File: src/rtl/axi_default_slave.sv
// Default AXI responder: completes any unmapped transaction with DECERR so masters never stall.
// Write (AW/W/B) and read (AR/R) paths run as independent Moore FSMs.

`ifndef AXI_IDS_BITS
`define AXI_IDS_BITS 8
`endif
`ifndef AXI_ADDR_BITS
`define AXI_ADDR_BITS 32
`endif
`ifndef AXI_DATA_BITS
`define AXI_DATA_BITS 32
`endif
`ifndef AXI_LEN_BITS
`define AXI_LEN_BITS 4
`endif
`ifndef AXI_SIZE_BITS
`define AXI_SIZE_BITS 3
`endif
`ifndef AXI_STRB_BITS
`define AXI_STRB_BITS 4
`endif

module axi_default_slave #(
  parameter logic [1:0]                RESP_CODE  = 2'b11,
  parameter logic [`AXI_DATA_BITS-1:0] RDATA_FILL = '0
) (
  input  logic                      ACLK,
  input  logic                      ARESET,
  // Write address
  input  logic [`AXI_IDS_BITS-1:0]  AWID,
  input  logic [`AXI_ADDR_BITS-1:0] AWADDR,
  input  logic [`AXI_LEN_BITS-1:0]  AWLEN,
  input  logic [`AXI_SIZE_BITS-1:0] AWSIZE,
  input  logic [1:0]                AWBURST,
  input  logic                      AWVALID,
  output logic                      AWREADY,
  // Write data
  input  logic [`AXI_DATA_BITS-1:0] WDATA,
  input  logic [`AXI_STRB_BITS-1:0] WSTRB,
  input  logic                      WLAST,
  input  logic                      WVALID,
  output logic                      WREADY,
  // Write response
  output logic [`AXI_IDS_BITS-1:0]  BID,
  output logic [1:0]                BRESP,
  output logic                      BVALID,
  input  logic                      BREADY,
  // Read address
  input  logic [`AXI_IDS_BITS-1:0]  ARID,
  input  logic [`AXI_ADDR_BITS-1:0] ARADDR,
  input  logic [`AXI_LEN_BITS-1:0]  ARLEN,
  input  logic [`AXI_SIZE_BITS-1:0] ARSIZE,
  input  logic [1:0]                ARBURST,
  input  logic                      ARVALID,
  output logic                      ARREADY,
  // Read data
  output logic [`AXI_IDS_BITS-1:0]  RID,
  output logic [`AXI_DATA_BITS-1:0] RDATA,
  output logic [1:0]                RRESP,
  output logic                      RLAST,
  output logic                      RVALID,
  input  logic                      RREADY
);

  typedef enum logic [1:0] {StWIdle, StWData, StWResp} wstate_e;
  typedef enum logic       {StRIdle, StRData} rstate_e;

  wstate_e                    wstate_q;
  rstate_e                    rstate_q;
  logic [`AXI_IDS_BITS-1:0]   bid_q, rid_q;
  logic [`AXI_LEN_BITS-1:0]   rlen_q, rcnt_q;
  logic                       awready_q, wready_q, bvalid_q;
  logic                       arready_q, rvalid_q;

  // Readies come up one cycle after reset release because they are registered.
  always_ff @(posedge ACLK) begin
    if (ARESET) begin
      wstate_q  <= StWIdle;
      bid_q     <= '0;
      awready_q <= 1'b0;
      wready_q  <= 1'b0;
      bvalid_q  <= 1'b0;
    end else begin
      unique case (wstate_q)
        StWIdle: begin
          awready_q <= 1'b1;
          if (AWVALID && awready_q) begin
            wstate_q  <= StWData;
            bid_q     <= AWID;
            awready_q <= 1'b0;
            wready_q  <= 1'b1;
          end
        end
        StWData: begin
          if (WVALID && WLAST) begin
            wstate_q <= StWResp;
            wready_q <= 1'b0;
            bvalid_q <= 1'b1;
          end
        end
        StWResp: begin
          if (BREADY) begin
            wstate_q  <= StWIdle;
            bvalid_q  <= 1'b0;
            awready_q <= 1'b1;
          end
        end
        default: wstate_q <= StWIdle;
      endcase
    end
  end

  always_ff @(posedge ACLK) begin
    if (ARESET) begin
      rstate_q  <= StRIdle;
      rid_q     <= '0;
      rlen_q    <= '0;
      rcnt_q    <= '0;
      arready_q <= 1'b0;
      rvalid_q  <= 1'b0;
    end else begin
      unique case (rstate_q)
        StRIdle: begin
          arready_q <= 1'b1;
          if (ARVALID && arready_q) begin
            rstate_q  <= StRData;
            rid_q     <= ARID;
            rlen_q    <= ARLEN;
            rcnt_q    <= '0;
            arready_q <= 1'b0;
            rvalid_q  <= 1'b1;
          end
        end
        StRData: begin
          if (RREADY) begin
            if (rcnt_q == rlen_q) begin
              rstate_q  <= StRIdle;
              rvalid_q  <= 1'b0;
              arready_q <= 1'b1;
            end else begin
              rcnt_q <= rcnt_q + 1'b1;
            end
          end
        end
        default: rstate_q <= StRIdle;
      endcase
    end
  end

  assign AWREADY = awready_q;
  assign WREADY  = wready_q;
  assign BVALID  = bvalid_q;
  assign BID     = bid_q;
  assign BRESP   = bvalid_q ? RESP_CODE : 2'b00;

  assign ARREADY = arready_q;
  assign RVALID  = rvalid_q;
  assign RID     = rid_q;
  assign RDATA   = rvalid_q ? RDATA_FILL : '0;
  assign RRESP   = rvalid_q ? RESP_CODE : 2'b00;
  assign RLAST   = rvalid_q && (rcnt_q == rlen_q);

  // Address attributes and write payload are deliberately discarded.
  logic unused_inputs;
  assign unused_inputs = ^{AWADDR, AWLEN, AWSIZE, AWBURST, WDATA, WSTRB,
                           ARADDR, ARSIZE, ARBURST};

endmodule

File: config.mk
export PLATFORM = sky130hd
export DESIGN_NAME = axi_default_slave
export DESIGN_NICKNAME = d
export VERILOG_FILES = /design/src/rtl/axi_default_slave.sv
export SDC_FILE = /design/constraint.sdc
export NUM_CORES = 1
export LEC_CHECK = 0
export BUFFER_PORTS_ARGS = -buffer_cell sky130_fd_sc_hd__buf_4
export CORE_MARGIN = 8
export CORE_UTILIZATION = 34
export CTS_CLUSTER_SIZE = 16
export DETAILED_ROUTE_END_ITERATION = 10
export PLACE_DENSITY = 0.92
export SYNTH_ARGS = -nofsm -noshare
export SYNTH_HDL_FRONTEND = slang
export SYNTH_SLANG_ARGS = --single-unit
File: constraint.sdc
create_clock -name ACLK -period 1.8 [get_ports ACLK]
set_input_delay 0 -clock ACLK [delete_from_list [all_inputs] [get_ports ACLK]]
set_output_delay 0 -clock ACLK [all_outputs]
set_load 0.02 [all_outputs]
* Yosys cells after proc, flatten, opt, wreduce, memory -nomap -nowiden
Cells that the tools add are included.
** Word-level totals
- Register bits :: 32
- Bits of input ports :: 142
- Output and inout port bits :: 58
- Word-level logic and storage cells :: 71
** Cells by class
- Add/subtract/negate cells :: 1
- Eq/ne operators :: 10
- Mux-type cells :: 31
- Bitwise operators :: 1
- Reduce and logical (&&, ||, !) cells :: 17
** Operator list (number)
- 1-bit two-way mux :: 15
- 3-bit AND reduction :: 5
- 4-bit two-way mux :: 3
- 2-bit != test (second input constant) :: 6
- 1-bit case mux with 2 select lines :: 6
- 2-bit two-way mux :: 5
- 4-bit case mux with 2 select lines :: 1
- 2-bit AND reduction :: 4
- 2-bit case mux with 3 select lines :: 1
- 2-bit nonzero test :: 3
- 4-bit by 1-bit adder with 4-bit output (second input constant) :: 1
- 4-bit equality test :: 1
- 1-bit logical AND :: 4
- 2-bit by 1-bit equality test with 1-bit output (second input constant) :: 1
- 2-bit equality test (second input constant) :: 1
- 2-bit zero test :: 1
- 2-bit by 1-bit != test with 1-bit output (second input constant) :: 1
- 1-bit inverter :: 1

* Logic depth before layout (Yosys ltp)
Gate-level depths: netlist of run 1.
- Depth after elaboration :: 4
- Depth in mapped cells :: 5
- Mapped depth without buffers :: 4

* Worst setup path before layout of run 1
OpenSTA, ideal clock, no wires.
- Path kind :: reg2reg
- From :: register awready_q, in the netlist AWREADY
- To :: register bid_q[0], in the netlist BID[0]
- Setup time :: 0.132 ns
- Data arrival time :: 1.153 ns
- Data required time :: 1.668 ns
- Setup slack :: 0.514 ns
- Stages on the path, launching flop included :: 6
- Clock period less this slack :: 1.286 ns
- Path through :: dfxtp_1 > nand2_1 > or3_1 > clkbuf_1 > nand2_1 > a21oi_1
** Between the ends
- Cells in the longest elaborated chain, start to end :: 2
** Ends and longest elaborated chain
- start: declaration :: RTL line 72 : logic awready_q, wready_q, bvalid_q;
- start signal: assignment :: RTL line 80 : awready_q <= 1'b0;
- start signal: assignment :: RTL line 86 : awready_q <= 1'b1;
- start signal: assignment :: RTL line 90 : awready_q <= 1'b0;
- 1-bit logical AND :: RTL line 87 : if (AWVALID && awready_q) begin
- 2-bit AND reduction (no source line)
- end signal: assignment :: RTL line 79 : bid_q <= '0;
- end signal: assignment :: RTL line 89 : bid_q <= AWID;
- end: declaration :: RTL line 70 : logic [`AXI_IDS_BITS-1:0] bid_q, rid_q;
No other way between the ends.
A chain may end at the register's enable or synchronous reset.

* Worst setup path after layout of run 1
- From :: register rlen_q[3]
- To :: output port RLAST
** Between the ends
- Cells in the longest elaborated chain, start to end :: 2
** Ends and longest elaborated chain
- start: declaration :: RTL line 71 : logic [`AXI_LEN_BITS-1:0] rlen_q, rcnt_q;
- start signal: assignment :: RTL line 117 : rlen_q <= '0;
- start signal: assignment :: RTL line 128 : rlen_q <= ARLEN;
- 4-bit equality test :: RTL line 161 : assign RLAST = rvalid_q && (rcnt_q == rlen_q);
- 1-bit logical AND :: RTL line 161
- end: declaration :: RTL line 60 : output logic RLAST,
No other way between the ends.

==> results of run 1 <==
-- final cells by class --
type / count / share of cell area (%)
Sequential cell: 32 / 30.1
Timing Repair Buffer: 74 / 28.4
Clock buffer: 7 / 4.52
Multi-Input combinational cell: 141 / 33.4
Inverter: 3 / 0.528
Tap cell: 52 / 3.05
-- cells in the mapped netlist (3+ instances only) --
| master | number |
|---|---|
| a21oi_1 | 28 |
| dfxtp_1 | 32 |
| clkbuf_1 | 3 |
| xnor2_1 | 4 |
| nand2_1 | 47 |
| inv_1 | 3 |
| buf_4 | 36 |
-- final timing paths --
| kind | to | cells after the start | startpoint | slack, ns |
|---|---|---|---|---|
| max | RLAST | 4 | rlen_q[3] | 0.34 |
| min | BVALID | 4 | BREADY | 0.02 |
| max reg2reg | rcnt_q[2] | 4 | rstate_q | 0.48 |
| min reg2reg | BID[0] | 2 | BID[0] | 0.46 |
-- flip-flops by register name, summed over array words and instances, names as in the netlist --
register	flops
AWREADY	1
RVALID	1
rlen_q	4
rstate_q	1
RID	8
BVALID	1
ARREADY	1
BID	8
WREADY	1
rcnt_q	4
wstate_q	2
-- through the flow --
step,hold WS [ns],util (%),setup slack (ns),total power (W)
after floorplan,0.134,-,0.514,0.00106
after global placement,0.247,41.6,0.526,0.00112
after detailed placement,0.257,41.6,0.479,0.00112
after CTS,0.00674,48.3,0.331,0.00175
after global routing,0.0313,48.3,0.258,0.00183
final,0.0212,48.3,0.335,0.00174
-- power by group through the flow --
stage | clock network (W) | registers [W] | logic [W]
detailed placement | 0 | 0.000791 | 0.000333
global route | 0.000647 | 0.000780 | 0.000402
floorplan | 0 | 0.000819 | 0.000246
global placement | 0 | 0.000788 | 0.000327
finish | 0.000591 | 0.000775 | 0.000370
CTS | 0.000606 | 0.000775 | 0.000369
-- per-layer routing --
metal  up-vias  part of all wire [%]  wire length (um)
met2        79                    46              1870
met4         0                   2.7               112
met3        11                    11               468
met1       634                    40              1630
li1        703                     -                 -
met5         -                     0                 0
-- worst max-delay path, delay by kind of cell, from the launching register on --
kind | cells | cell delay, ns
simple gates | 2 | 0.47
flops | 1 | 0.32
xor+xnor | 1 | 0.26
buf+inv | 1 | 0.13
-- logic make-up (layout without fill, tap and decap cells) --
| logic type | after synthesis | in the layout | synth area share [%] |
|---|---|---|---|
| AO/OA/AOI/OAI | 39 | 39 | 15.4 |
| adder cells (fa/ha/maj) | 1 | 1 | 0.795 |
| other | 1 | 32 | 0.238 |
| flip-flops | 32 | 32 | 40.7 |
| buffers and inverters | 46 | 84 | 21.4 |
| AND/OR/NAND/NOR | 65 | 65 | 19.2 |
| XOR/XNOR | 4 | 4 | 2.23 |
==> impl_metrics.csv, run 1 <==
group,metric,value,unit
run_status,status,"completed",
place,placed_area,1830,um2
synthesis,ys_seq_area_share,40.7,%
drt,routed_wl,4090,um
final_layout,syn2layout_area_growth,35.5,%
setup_path,cp_slowest_cell,"dfxtp_1",
final_layout,final_common_cell,"buf_4",
final_layout,final_nets,400,
final_layout,drive_above_1_share,26.5,%
drt,drc_errors,0,
final_layout,finalNonFillerCells,309,
drt,ant_nets,0,
synthesis,synth.distinct_cells,33,
synthesis,ys_seq_elements,32,
clock_tree,cts_made_buffers,5,
setup_path,end_kind,"output pin",
synthesis,yosysTopAreaCell,"dfxtp_1",
synthesis,yosysTopAreaCellShare,40.7,%
synthesis,synth_ff_type,"dfxtp_1",
drt,via_count,1427,
global_routing,antenna_found_initial,0,
clock_tree,clock_sinks,32,
place,routabilityCongestion,0.845,
final_layout,final_cell_mix,"buf_4 (54), nand2_1 (47), dfxtp_1 (32), conb_1 (32), a21oi_1 (28)",
drt,drt_pass1_iterations,4,
place,dp_hpwl,3030,um
power,p_comb_share,21.3,%
clock_tree,cts_tree,"yes",
clock_tree,cts_setup_buffers,0,
power,p_per_area,815,nW/um2
power,leakagePower,0.963,nW
final_layout,n_antenna_cell,0,
synthesis,syn_avg_cell_area,8.37,um2
floorplan,die_h,84.0,um
global_routing,met3_usage,6.74,%
setup_path,crit_required,1.80,ns
synthesis,async_flop_share,0,%
floorplan,row_count,24,
sta,final_hold_viol_count,0,
final_layout,post-route-cell-area,2130,um2
worst_hold_path,hp-class,"input pin to register",
sta,period_needed,1.46,ns
sta,slew_headroom,59.1,%
sta,maxClockFrequency,683,MHz
global_routing,grt_pass1_wl,6680,um
sta,fin_tns_setup,0,ns
clock_tree,ctsResizeCount,0,
final_layout,regArea,641,um2
floorplan,boundaryPins,200,
setup_path,crit_type,"register to output pin",
place,dp.cells,282,
clock_tree,cts_root_buf,"clkbuf_8",
sta,period_share,81.4,%
sta,rsz0062_at_grt,"false",
floorplan,core_area,4410,um2
setup_path,cp_cell_sequence,"xnor2_1 > and4_4 > and2_2 > buf_4",
floorplan,initial_utilization,35.6,%
clock_tree,hold_buffers,20,
global_routing,grt_pass1_vias,1495,
clock_tree,clockBufferDepth,2,
sta,skew,0.00485,ns
sta,setup_violations,0,
setup_path,crit_arrival,1.46,ns
drt,vias_per_cell,4.62,
global_routing,grt_max_degree,32,
global_routing,grtUsageMet1,11.1,%
clock_tree,clkLatencyLatePin,0.28,ns
sta,slew_viol_final,0,
clock_tree,htree_levels,2,
global_routing,grt_overflow,0,
power,internal_power,0.00124,W
drt,routedWlPerCell,13.2,um
setup_path,critPathMaxStageDelay,0.32,ns
global_routing,grt.total_usage,11.5,%
sta,worstMarginPinSlew,0.610,ns
final_layout,num-fill-cells,436,
floorplan,die-area,7060,um2
power,p_switching,0.000498,W
place,port_buffers,53,
global_routing,busiest_layer,"met2",
synthesis,syn_area,1570,um2
power,seqPwrFrac,44.6,%
global_routing,use_met2,18.6,%
power,switching_share,28.7,%
power,clkPwrFrac,34.0,%
floorplan,die_w,84.0,um
power,ir_worst_vdd,0.448,mV
clock_tree,clkTransAtPathRegs,0.06,ns
drt,drt_iter0_markers,66,
setup_path,cp_max_fo,7,
setup_path,start_kind,"register",
synthesis,synth_enable_flop_cells,0,
synthesis,syn_inst,188,
flow_run,maxCapViolCount,0,
final_layout,multi_input_area,712,um2
synthesis,synthTopCellsByArea,"dfxtp_1 (41%), buf_4 (17%), nand2_1 (11%)",
synthesis,yosysWarnings,0,
Power figures use the tool's default switching activity.
==> run 2: changes to the inputs <==
ABC_AREA = 1   (was unset)
CORE_UTILIZATION = 29   (was 34)
PLACE_DENSITY = 0.84   (was 0.92)
clock period = 1.31 ns   (was 1.8 ns; I/O delays follow)
==> impl_metrics.csv, run 2 <==
group,metric,value,unit
global_routing,grt_max_degree,25,
clock_tree,clock_sinks,32,
power,clkPwrFrac,26.7,%
synthesis,synthTopCellsByArea,"dfxtp_1 (40%), buf_4 (17%), nor2_1 (9.2%)",
setup_path,path_common_cell,"buf_4",
synthesis,yosysTopAreaCellShare,40.4,%
clock_tree,cts_root_buf,"clkbuf_8",
power,switching_share,33.6,%
synthesis,syn_avg_cell_area,7.40,um2
floorplan,core_area,5410,um2
sta,slew_viol_final,0,
final_layout,final_util,43.5,%
drt,via_count,1513,
drt,drt_iter0_markers,40,
setup_path,r2r_slack,0.01,ns
synthesis,synth_ff_type,"dfxtp_1",
clock_tree,clkLatencyLatePin,0.28,ns
final_layout,drive_above_1_share,35.1,%
sta,final_hold_viol_count,0,
final_layout,final_cell_mix,"buf_4 (64), nor2_1 (38), conb_1 (32)",
sta,rsz0062_at_grt,"true",
clock_tree,clkTransAtPathRegs,0.07,ns
synthesis,syn_inst,214,
power,p_switching,0.000969,W
synthesis,synth_enable_flop_cells,0,
sta,period_needed,1.30,ns
drt,vias_per_cell,4.11,
synthesis,syn_area,1580,um2
power,leakagePower,1.10,nW
floorplan,row_count,27,
final_layout,num-fill-cells,568,
place,routabilityCongestion,0.775,
sta,skew,0.00549,ns
setup_path,cp_slowest_cell,"dfxtp_2",
clock_tree,htree_levels,2,
setup_path,crit_required,1.48,ns
place,dp_hpwl,2950,um
setup_path,end_kind,"register",
floorplan,die_w,89.9,um
power,total_power,0.00289,W
global_routing,grt_overflow,0,
floorplan,die_h,89.9,um
flow_run,maxCapViolCount,0,
final_layout,regArea,657,um2
drt,ant_nets,0,
synthesis,ys_seq_area_share,40.4,%
global_routing,grt_pass1_wl,6900,um
clock_tree,cts_made_buffers,5,
place,port_buffers,53,
setup_path,crit_type,"register to register",
global_routing,grt_pass1_vias,1532,
setup_path,critPathMaxStageDelay,0.35,ns
drt,drc_errors,0,
setup_path,cp_max_fo,3,
setup_path,cp_cell_sequence,"inv_2 > nand2_2 > nand2_2 > nor2_4 > buf_4 > buf_4 > buf_4 > nand3_1 > nand3_2 > a21oi_2",
drt,routed_wl,4400,um
synthesis,synth.distinct_cells,26,
power,seqPwrFrac,40.2,%
sta,setup_violations,0,
synthesis,yosysWarnings,0,
worst_hold_path,hp-class,"input pin to register",
final_layout,multi_input_area,764,um2
clock_tree,cts_tree,"yes",
setup_path,crit_arrival,1.47,ns
setup_path,start_kind,"register",
synthesis,async_flop_share,0,%
final_layout,final_nets,438,
power,internal_power,0.00192,W
sta,maxClockFrequency,770,MHz
final_layout,syn2layout_area_growth,48.4,%
global_routing,antenna_found_initial,0,
floorplan,die-area,8080,um2
sta,period_share,99.2,%
power,p_comb_share,33.1,%
synthesis,yosysMostFrequentCell,"nor2_1",
floorplan,initial_utilization,29.3,%
final_layout,final_common_cell,"buf_4",
synthesis,yosys-top-cells-count,"nor2_1 (39), buf_4 (36), dfxtp_1 (32)",
global_routing,grt.total_usage,10.2,%
power,p_per_area,1230,nW/um2
clock_tree,clockBufferDepth,2,
synthesis,yosysTopAreaCell,"dfxtp_1",
run_status,status,"completed",
power,ir_worst_vdd,0.489,mV
final_layout,n_antenna_cell,0,
synthesis,ys_seq_elements,32,
drt,drt_pass1_iterations,4,
drt,routedWlPerCell,11.9,um
floorplan,boundaryPins,200,
## run 2: final cells by class
class,instances,area share (%)
inverters,17,2.87
multi-input cells,155,32.5
flip-flops and latches,32,27.9
clock buffers,8,3.83
repair buffers,84,29.0
well taps,72,3.83
## run 2: worst paths after layout
| check | to | from | cells past startpoint |
|---|---|---|---|
| setup / recovery | ARREADY | rcnt_q[3] | 10 |
| hold / removal | rlen_q[0] | ARLEN[0] | 3 |
| setup reg to reg | ARREADY | rcnt_q[3] | 10 |
| hold reg to reg | rlen_q[1] | rlen_q[1] | 2 |
## run 2: worst max-delay path, delay by kind of cell, from the launching register on
kind            cells  cell delay [ns]
buf+inv             4             0.35
simple gates        5             0.44
flops               1             0.35
compound gates      1             0.05
## run 2: stage by stage
stage	hold slack (ns)	setup TNS [ns]	std cells	cell area, um2	setup slack (ns)
floorplan	0.164	0	245	1700	0.220
global placement	0.248	0	330	1910	0.100
detailed placement	0.257	0	330	1910	0.0848
CTS	0.00340	0	362	2230	0.00836
global route	0.00867	-0.203	368	2350	-0.0733
finish	0.0108	0	368	2350	0.0105
## run 2: repair_timing
item | in CTS | in global routing
cloned | 0 | 1
gates resized for setup | 5 | 26
buffers inserted | 5 | 5
endpoints found under the hold margin | 26 | 0
pin swaps | 2 | 7
setup endpoints to repair | 1 | 12
hold buffers | 19 | 0
## run 2: kinds of logic (layout without fill, tap and decap cells)
| family | Yosys count | in the layout | share of synthesized area (%) |
|---|---|---|---|
| other | 1 | 32 | 0.237 |
| xor gates and xnor gates | 1 | 1 | 0.553 |
| DFF | 32 | 32 | 40.4 |
| buffers and inverters | 59 | 109 | 22.8 |
| and+or+nand+nor | 82 | 83 | 22.7 |
| AOI/OAI and AO/OA | 38 | 38 | 12.4 |
| adders and majority gates | 1 | 1 | 0.790 |
## run 2: metal layers
metal  share of wire [%]  vias to the layer above  track usage (%)
met1                  39                      682             9.85
met2                  52                       54             18.3
met5                   0                        -                0
met3                 8.1                        5             5.24
met4                0.82                        0             2.91
li1                    -                      772                -
## run 2: power by group through the flow
stage / logic [W] / clock network [W] / registers, W
floorplan: 0.000488 / 0 / 0.00123
global placement: 0.000718 / 0 / 0.00116
detailed placement: 0.000726 / 0 / 0.00117
CTS: 0.000830 / 0.000801 / 0.00114
global route: 0.00105 / 0.000858 / 0.00117
finish: 0.000956 / 0.000771 / 0.00116
==> run 3: changes to the inputs <==
PLACE_DENSITY = 0.73   (was 0.84)
==> impl_metrics.csv, run 3 (same netlist as run 2, synthesis figures left out) <==
group,metric,value,unit
final_layout,n_antenna_cell,0,
clock_tree,clkTransAtPathRegs,0.06,ns
floorplan,core_area,5410,um2
setup_path,crit_arrival,1.45,ns
drt,via_count,1485,
clock_tree,cts_made_buffers,5,
final_layout,final_nets,433,
power,ir_worst_vdd,0.464,mV
place,port_buffers,53,
sta,rsz0062_at_grt,"true",
clock_tree,clock_sinks,32,
setup_path,start_kind,"register",
sta,period_share,98.3,%
global_routing,grt_pass1_vias,1465,
power,p_per_area,1220,nW/um2
setup_path,crit_type,"register to register",
setup_path,cp_max_fo,4,
drt,drt_pass1_iterations,4,
clock_tree,clockBufferDepth,2,
global_routing,grt_max_degree,25,
place,dp.cells,331,
drt,ant_nets,0,
floorplan,die_w,89.9,um
drt,drt_iter0_markers,88,
final_layout,finalNonFillerCells,360,
clock_tree,clkLatencyLatePin,0.27,ns
final_layout,final_cell_mix,"buf_4 (61), nor2_1 (38), conb_1 (32)",
clock_tree,cts_root_buf,"clkbuf_8",
place,placed_area,1910,um2
place,dp_hpwl,2970,um
global_routing,grt_pass1_wl,6740,um
final_layout,num-fill-cells,559,
setup_path,r2r_slack,0.02,ns
final_layout,drive_above_1_share,33.3,%
sta,maxClockFrequency,777,MHz
setup_path,crit_required,1.47,ns
worst_hold_path,hp-class,"input pin to register",
power,total_power,0.00276,W
clock_tree,htree_levels,2,
final_layout,final_common_cell,"buf_4",
drt,drc_errors,0,
floorplan,die_h,89.9,um
power,leakagePower,1.07,nW
final_layout,post-route-cell-area,2270,um2
final_layout,syn2layout_area_growth,43.2,%
floorplan,die-area,8080,um2
sta,period_needed,1.29,ns
setup_path,end_kind,"register",
flow_run,maxCapViolCount,0,
floorplan,initial_utilization,29.3,%
drt,routed_wl,4410,um
clock_tree,cts_tree,"yes",
final_layout,final_util,42.0,%
global_routing,grt_overflow,0,
sta,setup_violations,0,
place,routabilityCongestion,0.757,
global_routing,antenna_found_initial,0,
sta,fin_worst_hold_slack,0.00851,ns
sta,final_hold_viol_count,0,
floorplan,boundaryPins,200,
drt,routedWlPerCell,12.3,um
floorplan,row_count,27,
drt,vias_per_cell,4.13,
sta,slew_viol_final,0,
sta,skew,0.00428,ns
run_status,status,"completed",
global_routing,grt.total_usage,9.97,%
-- run 3: changes by cell type in the layout (fill, tap and decap cells not counted), sizes merged --
| cell | before | now |
|---|---|---|
| dlygate4sd3 | 19 | 16 |
| clkbuf | 8 | 5 |
| buf | 65 | 63 |
-- run 3: timing repair --
item	CTS	global route
setup endpoints to repair	1	11
gates cloned	0	1
gates resized for setup	4	22
pin swaps	3	8
hold buffers	16	0
buffers inserted	4	3
hold endpoints to repair	23	0
-- run 3: final cells by class --
type / count / area (um2) / area share [%]
multi-input combinational: 155 / 746 / 32.9
sequential: 32 / 656 / 28.9
timing repair buffer: 79 / 641 / 28.2
tap: 72 / 90.1 / 3.97
clock buffer: 5 / 68.8 / 3.03
inverter: 17 / 67.6 / 2.98
-- run 3: per-stage QoR --
step | worst slack, ns | setup TNS (ns)
CTS | 0.000340 | 0
floorplan | 0.220 | 0
finish | 0.0228 | 0
detailed placement | 0.0871 | 0
global placement | 0.117 | 0
global route | -0.0427 | -0.0824
-- run 3: per-layer routing --
layer | up-vias | global-route usage (%) | routed length [um] | part of all wire [%]
met4 | 0 | 4.72 | 63 | 1.4
met2 | 57 | 17.7 | 2250 | 51
met3 | 4 | 4.49 | 340 | 7.7
met5 | - | 0 | 0 | 0
li1 | 758 | - | - | -
met1 | 666 | 9.67 | 1760 | 40
-- run 3: path summary, 6_finish.rpt --
check	from	end	cells after the start
max	rcnt_q[1]	ARREADY	10
max reg2reg	rcnt_q[1]	ARREADY	10
min reg2reg	rlen_q[0]	rlen_q[0]	2
min	ARLEN[0]	rlen_q[0]	3
-- run 3: where the power goes --
group,internal (W),switching (W)
Sequential,0.00108,0.0000760
Combinational,0.000403,0.000539
Clock,0.000342,0.000322
-- run 3: worst max-delay path: stages (launching register included) --
cell	delay [ns]
dfxtp_4	0.37
inv_2	0.04
nand2_2	0.06
nand2_2	0.07
nor2_4	0.14
buf_4	0.12
buf_4	0.10
buf_4	0.09
nand3_2	0.06
nand3_1	0.07
a21oi_1	0.06
